`config.mk`:
```
export PLATFORM = sky130hd
export DESIGN_NAME = weight_loader
export DESIGN_NICKNAME = d
export VERILOG_FILES = /design/src/rtl/weight_loader.sv
export SDC_FILE = /design/constraint.sdc
export NUM_CORES = 1
export LEC_CHECK = 0
export BUFFER_PORTS_ARGS = -buffer_cell sky130_fd_sc_hd__buf_4
export CAP_MARGIN = 20
export CORE_MARGIN = 2
export CORE_UTILIZATION = 50
export DETAILED_ROUTE_END_ITERATION = 12
export HOLD_SLACK_MARGIN = 0.06
export PLACE_DENSITY_LB_ADDON = 0.08
export SKIP_LAST_GASP = 1
export SLEW_MARGIN = 20
export SYNTH_ARGS = -nofsm -noshare
export SYNTH_HDL_FRONTEND = slang
export SYNTH_SLANG_ARGS = --single-unit
```
`constraint.sdc`:
```
create_clock -name clk -period 2.8 [get_ports clk]
set_input_delay 0.56 -clock clk [delete_from_list [all_inputs] [get_ports clk]]
set_output_delay 0.56 -clock clk [all_outputs]
set_load 0.02 [all_outputs]
```
`src/rtl/weight_loader.sv`:
```
// Programs the coupling-weight array one (s, d, weight) command at a time,
// optionally reading each location back and recording readback/range errors.
module weight_loader #(
  parameter int unsigned N           = 8,
  parameter logic [7:0]  WEIGHT_MASK = 8'h40,
  parameter int unsigned READ_LAT    = 1,
  parameter logic [31:0] CMP_MASK    = 32'hFFFF_FFFF
) (
  input  logic        clk,
  input  logic        axi_rstn,
  input  logic        cmd_valid,
  output logic        cmd_ready,
  input  logic [10:0] cmd_s,
  input  logic [10:0] cmd_d,
  input  logic [31:0] cmd_wdata,
  input  logic        cmd_verify,
  output logic        wready,
  output logic [31:0] wr_addr,
  output logic [31:0] wdata,
  output logic [31:0] rd_addr,
  input  logic [31:0] rdata,
  output logic        busy,
  output logic        cmd_done,
  output logic [15:0] mismatch_cnt,
  output logic [15:0] range_err_cnt,
  output logic        err_flag,
  output logic [10:0] last_err_s,
  output logic [10:0] last_err_d
);

  typedef enum logic [1:0] {IDLE, WRITE, READ, CHECK} state_t;

  localparam logic [3:0] LAT_INIT = 4'(READ_LAT - 1);

  state_t      state_q, state_d;
  logic        verify_q;
  logic [10:0] s_q, d_q;
  logic [3:0]  lat_q;
  logic        in_range;
  logic        accept;
  logic        range_hit;
  logic        mismatch;
  logic        done_d;

  assign in_range = (32'(cmd_s) < N) && (32'(cmd_d) < N);

  always_ff @(posedge clk or negedge axi_rstn) begin
    if (!axi_rstn) state_q <= IDLE;
    else           state_q <= state_d;
  end

  always_comb begin
    state_d   = state_q;
    cmd_ready = 1'b0;
    wready    = 1'b0;
    busy      = 1'b1;
    accept    = 1'b0;
    range_hit = 1'b0;
    mismatch  = 1'b0;
    done_d    = 1'b0;
    case (state_q)
      IDLE: begin
        cmd_ready = 1'b1;
        busy      = 1'b0;
        if (cmd_valid) begin
          accept = 1'b1;
          if (in_range) begin
            state_d = WRITE;
          end else begin
            range_hit = 1'b1;
            done_d    = 1'b1;
          end
        end
      end
      WRITE: begin
        wready = 1'b1;
        if (verify_q) begin
          state_d = READ;
        end else begin
          state_d = IDLE;
          done_d  = 1'b1;
        end
      end
      READ: begin
        if (lat_q == '0) state_d = CHECK;
      end
      CHECK: begin
        mismatch = (rdata & CMP_MASK) != (wdata & CMP_MASK);
        state_d  = IDLE;
        done_d   = 1'b1;
      end
      default: state_d = IDLE;
    endcase
  end

  // wr_addr/wdata load only for in-range commands so the bus lines never move
  // without a write strobe; rd_addr is held through CHECK for the combinational rdata.
  always_ff @(posedge clk or negedge axi_rstn) begin
    if (!axi_rstn) begin
      verify_q      <= 1'b0;
      s_q           <= '0;
      d_q           <= '0;
      lat_q         <= '0;
      wr_addr       <= '0;
      wdata         <= '0;
      rd_addr       <= '0;
      cmd_done      <= 1'b0;
      mismatch_cnt  <= '0;
      range_err_cnt <= '0;
      err_flag      <= 1'b0;
      last_err_s    <= '0;
      last_err_d    <= '0;
    end else begin
      cmd_done <= done_d;
      if (accept) begin
        s_q      <= cmd_s;
        d_q      <= cmd_d;
        verify_q <= cmd_verify;
      end
      if (accept && in_range) begin
        wr_addr <= {WEIGHT_MASK, cmd_d, cmd_s, 2'b00};
        wdata   <= cmd_wdata;
      end
      if (state_q == WRITE && verify_q) begin
        rd_addr <= wr_addr;
        lat_q   <= LAT_INIT;
      end else if (state_q == READ && lat_q != '0) begin
        lat_q <= lat_q - 4'd1;
      end
      if (range_hit) begin
        if (range_err_cnt != '1) range_err_cnt <= range_err_cnt + 16'd1;
        err_flag   <= 1'b1;
        last_err_s <= cmd_s;
        last_err_d <= cmd_d;
      end
      if (mismatch) begin
        if (mismatch_cnt != '1) mismatch_cnt <= mismatch_cnt + 16'd1;
        err_flag   <= 1'b1;
        last_err_s <= s_q;
        last_err_d <= d_q;
      end
    end
  end

endmodule

```
==> implementation parameters <==
Parameter                              Value

Power
  Relative contribution of the clock network to total power    32.9%
  Worst IR drop on VDD    608 µV
  Switching fraction of total power    30.9%
  Sequential fraction of design power    41.3%
  Net switching power of the design    2.30 mW
  Share of power burned in combinational logic    25.8%
  Overall power consumption    7.42 mW
  Int Pwr    5.12 mW
  Power Dens Cells    775 nW/µm²
  Static Leakage    5.16 nW

Routing
  Post-Route WL    17200 µm
  Post-route DRC violation count    0
  Number of nets with antenna violations after routing    0
  DRT iter0 DRCs    320
  Via count of the routed design    5393
  WL/cell    16.3 µm
  Number of optimization iterations in the first detailed-route pass    4
  Via-per-instance ratio    5.09

STA
  Relative slew slack    33.5%
  Setup Skew    6.95 ps
  Slew at the pin closest to its max-slew limit    994 ps
  Max Fclk    423 MHz
  Hold violation count in the final report    0
  Setup repair after global routing missed its margin    no
  Total of endpoints with negative setup slack in the final report    0
  Minimum clock period    2360 ps
  Final Max Tran Viols    0
  Final Cycle Share    84.4%
  Post-route setup TNS    0 ps

Yosys
  Multiplexer area fraction after synthesis    6.85%
  Area of the mapped netlist    7040 µm²
  Area leader, netlist    sky130_fd_sc_hd__dfrtp_1
  Warnings, synthesis    0
  Share of synthesized cell area in full adder, half adder and majority cells    0.533%
  Post-synthesis average cell area    11.2 µm²
  Count of distinct cell types in the synthesized netlist    48
  Total of flip-flops plus latches after synthesis    163
  Main combinational cell family by area after synthesis    simple AND/OR/NAND/NOR gates
  Post-synthesis compound-gate area fraction    5.67%
  Largest cells by area after synthesis    sky130_fd_sc_hd__dfrtp_1 (58%), sky130_fd_sc_hd__nand2_1 (7.9%), sky130_fd_sc_hd__mux2_1 (5.6%)
  Gate count of the mapped netlist    631
  Xor/xnor cell area share of the yosys netlist    7.72%
  Sequential element share of the synthesized area    58.0%
  Share of Yosys cell area claimed by the top area cell type    58.0%
  Post-synthesis share of cell area spent on and, or, nand and nor gates    17.5%

Worst setup path
  Arrival @ worst endpoint    2710 ps
  CP Max Fanout    18
  Kind of end point of the critical path    flip-flop
  Kind of launch point of the worst setup path    flip-flop
  Worst setup path category    flip-flop to flip-flop
  Critical path required time    3150 ps

CTS
  Root buffer cell    sky130_fd_sc_hd__clkbuf_16
  Clock buffer count from CTS    17
  Deepest clock path buffer count    2
  Cts repair resizes    0
  Sink count of the clock tree    163
  Htree depth    4
  Hold_buf cts    0
  Clock tree from TritonCTS    built
  Post-CTS Setup Repair Bufs    0
  Clock slew at the register clock pins of the worst setup and hold paths    60 ps
  Clock latency at the later pin of the worst-skew pair    420 ps

GRT
  Number of antenna violations at the first check in global routing    0
  Busiest layer in global routing    met2
  Met3 Track Usage GR    4.93%
  Met2 GRT Util    38.8%
  Vias in the first global route    5329
  Global Route Usage Sum    23.8%
  First-pass GRT wire length    27200 µm
  Met1 routing resource usage after global routing    31.2%
  Largest net degree at the start of global routing    76
  Remaining global-route overflow    0

Worst hold path
  Class of the tightest hold or removal check    primary input to async pin

Layout
  Post-layout net count    960
  Total non-filler cell area in the finished layout    9570 µm²
  Most common library cell in the layout ignoring fill and taps    sky130_fd_sc_hd__buf_4
  Fraction of final layout cells sized beyond drive strength 1    33.4%
  Count of inserted antenna diode cells    0
  Highest-count cells in the layout ignoring fill and taps    sky130_fd_sc_hd__buf_4 (241), sky130_fd_sc_hd__dfrtp_1 (163), sky130_fd_sc_hd__nand2_1 (148), sky130_fd_sc_hd__xor2_1 (39), sky130_fd_sc_hd__mux2_1 (35)
  Synth-to-layout area growth    35.9%
  Final core occ    69.2%

Die
  Initial core utilization    50.9%
  DIE AREA    15000 µm²
  Core Area    13800 µm²
  Die span in x    123 µm
  Count of boundary I/O pins    245
  Die height    123 µm
  Number of cell rows    43

Placed design
  DP Area    8940 µm²
  Final estimated routing congestion in global placement    0.801
  Half-perimeter wire length after detailed placement    12500 µm
  Port buffer count    226

Job
  Max Cap Viol    0

Status
  Status    complete, no violations
==> flip-flops by register name, indices dropped and copies added (netlist names), named ones only <==
signal,flops
wdata,32
rd_addr,23
wr_addr,23
mismatch_cnt,16
range_err_cnt,16
d_q,11
last_err_d,11
last_err_s,11
s_q,11
lat_q,4
cmd_done,1
err_flag,1
state_q,1
verify_q,1
==> worst max-delay path, stage by stage, from the launching register on <==
cell and delay (ps):
sky130_fd_sc_hd__dfrtp_1 400, sky130_fd_sc_hd__xor2_1 160, sky130_fd_sc_hd__nor4_1 420, sky130_fd_sc_hd__nand4_1 240
sky130_fd_sc_hd__o21ba_2 400, sky130_fd_sc_hd__nor2_1 430, sky130_fd_sc_hd__a221o_1 240
==> power by group through the flow <==
stage          Sequential (mW)  Clock [mW]  Combinational [mW]
2_1_floorplan             3.31           0               0.859
4_1_cts                   3.06        2.49                1.94
3_3_place_gp              3.07           0                1.89
6_report                  3.06        2.44                1.92
3_5_place_dp              3.09           0                1.93
5_1_grt                   3.11        2.60                2.10
==> kinds of logic (layout without fill, tap and decap cells) <==
group,Yosys count,after routing
XOR/XNOR,62,62
flip-flops,163,163
AND/OR/NAND/NOR,256,256
multiplexers,43,43
buffers and inverters,49,280
other,1,18
AO/OA/AOI/OAI,54,54
adder cells (fa/ha/maj),3,3
==> routing by layer <==
layer	up-vias	share of wire [%]
li1	2561	-
met2	192	50
met5	-	0
met3	25	6.2
met1	2615	42
met4	0	2.1
==> cells in the mapped netlist (all sizes together) <==
cell and instances:
and2 11, mux2 41, a41oi 1, mux2i 2
inv 6, and3 10, a22oi 12, nand4 9
o21ba 1, or3 1, dfrtp 163, a21o 9
or4b 1, nor2 15, xnor2 23, o21ai 16
o22ai 1, a41o 2, nor4 15, nand2 148
nor3b 1, conb 1, a31oi 1, buf 27
nor3 1, nand3b 1, or2 2, a221o 7
nand2b 2, clkbuf 16, nand3 21, xor2 39
a21oi 4, ha 3, or3b 1, nor2b 17
==> worst paths after layout <==
kind	cells after the start	slack, ps	to	start
max	6	440	last_err_d[6]	wdata[29]
min	1	130	rd_addr[10]	axi_rstn
max reg2reg	6	440	last_err_d[6]	wdata[29]
min reg2reg	1	470	err_flag	err_flag
max in group asynchronous	2	1770	rd_addr[17]	axi_rstn
min in group clk	2	360	wdata[6]	cmd_wdata[6]
==> per-stage QoR <==
step	setup WS, ps	std cells	hold WS, ps
final	436	1059	130
after global routing	338	1059	197
after CTS	471	1059	175
after detailed placement	230	1028	465
after global placement	281	1028	459
after floorplan	616	648	264
==> final cells by class <==
cell class                 instances  area, µm²
clock buffer                      21        470
clock inverter                    10        155
fill                            1072       4260
inverter                           6       22.5
multi-input combinational        436       2770
sequential                       163       4080
tap                              180        225
timing repair buffer             243       1840
Power figures use the tool's default switching activity.
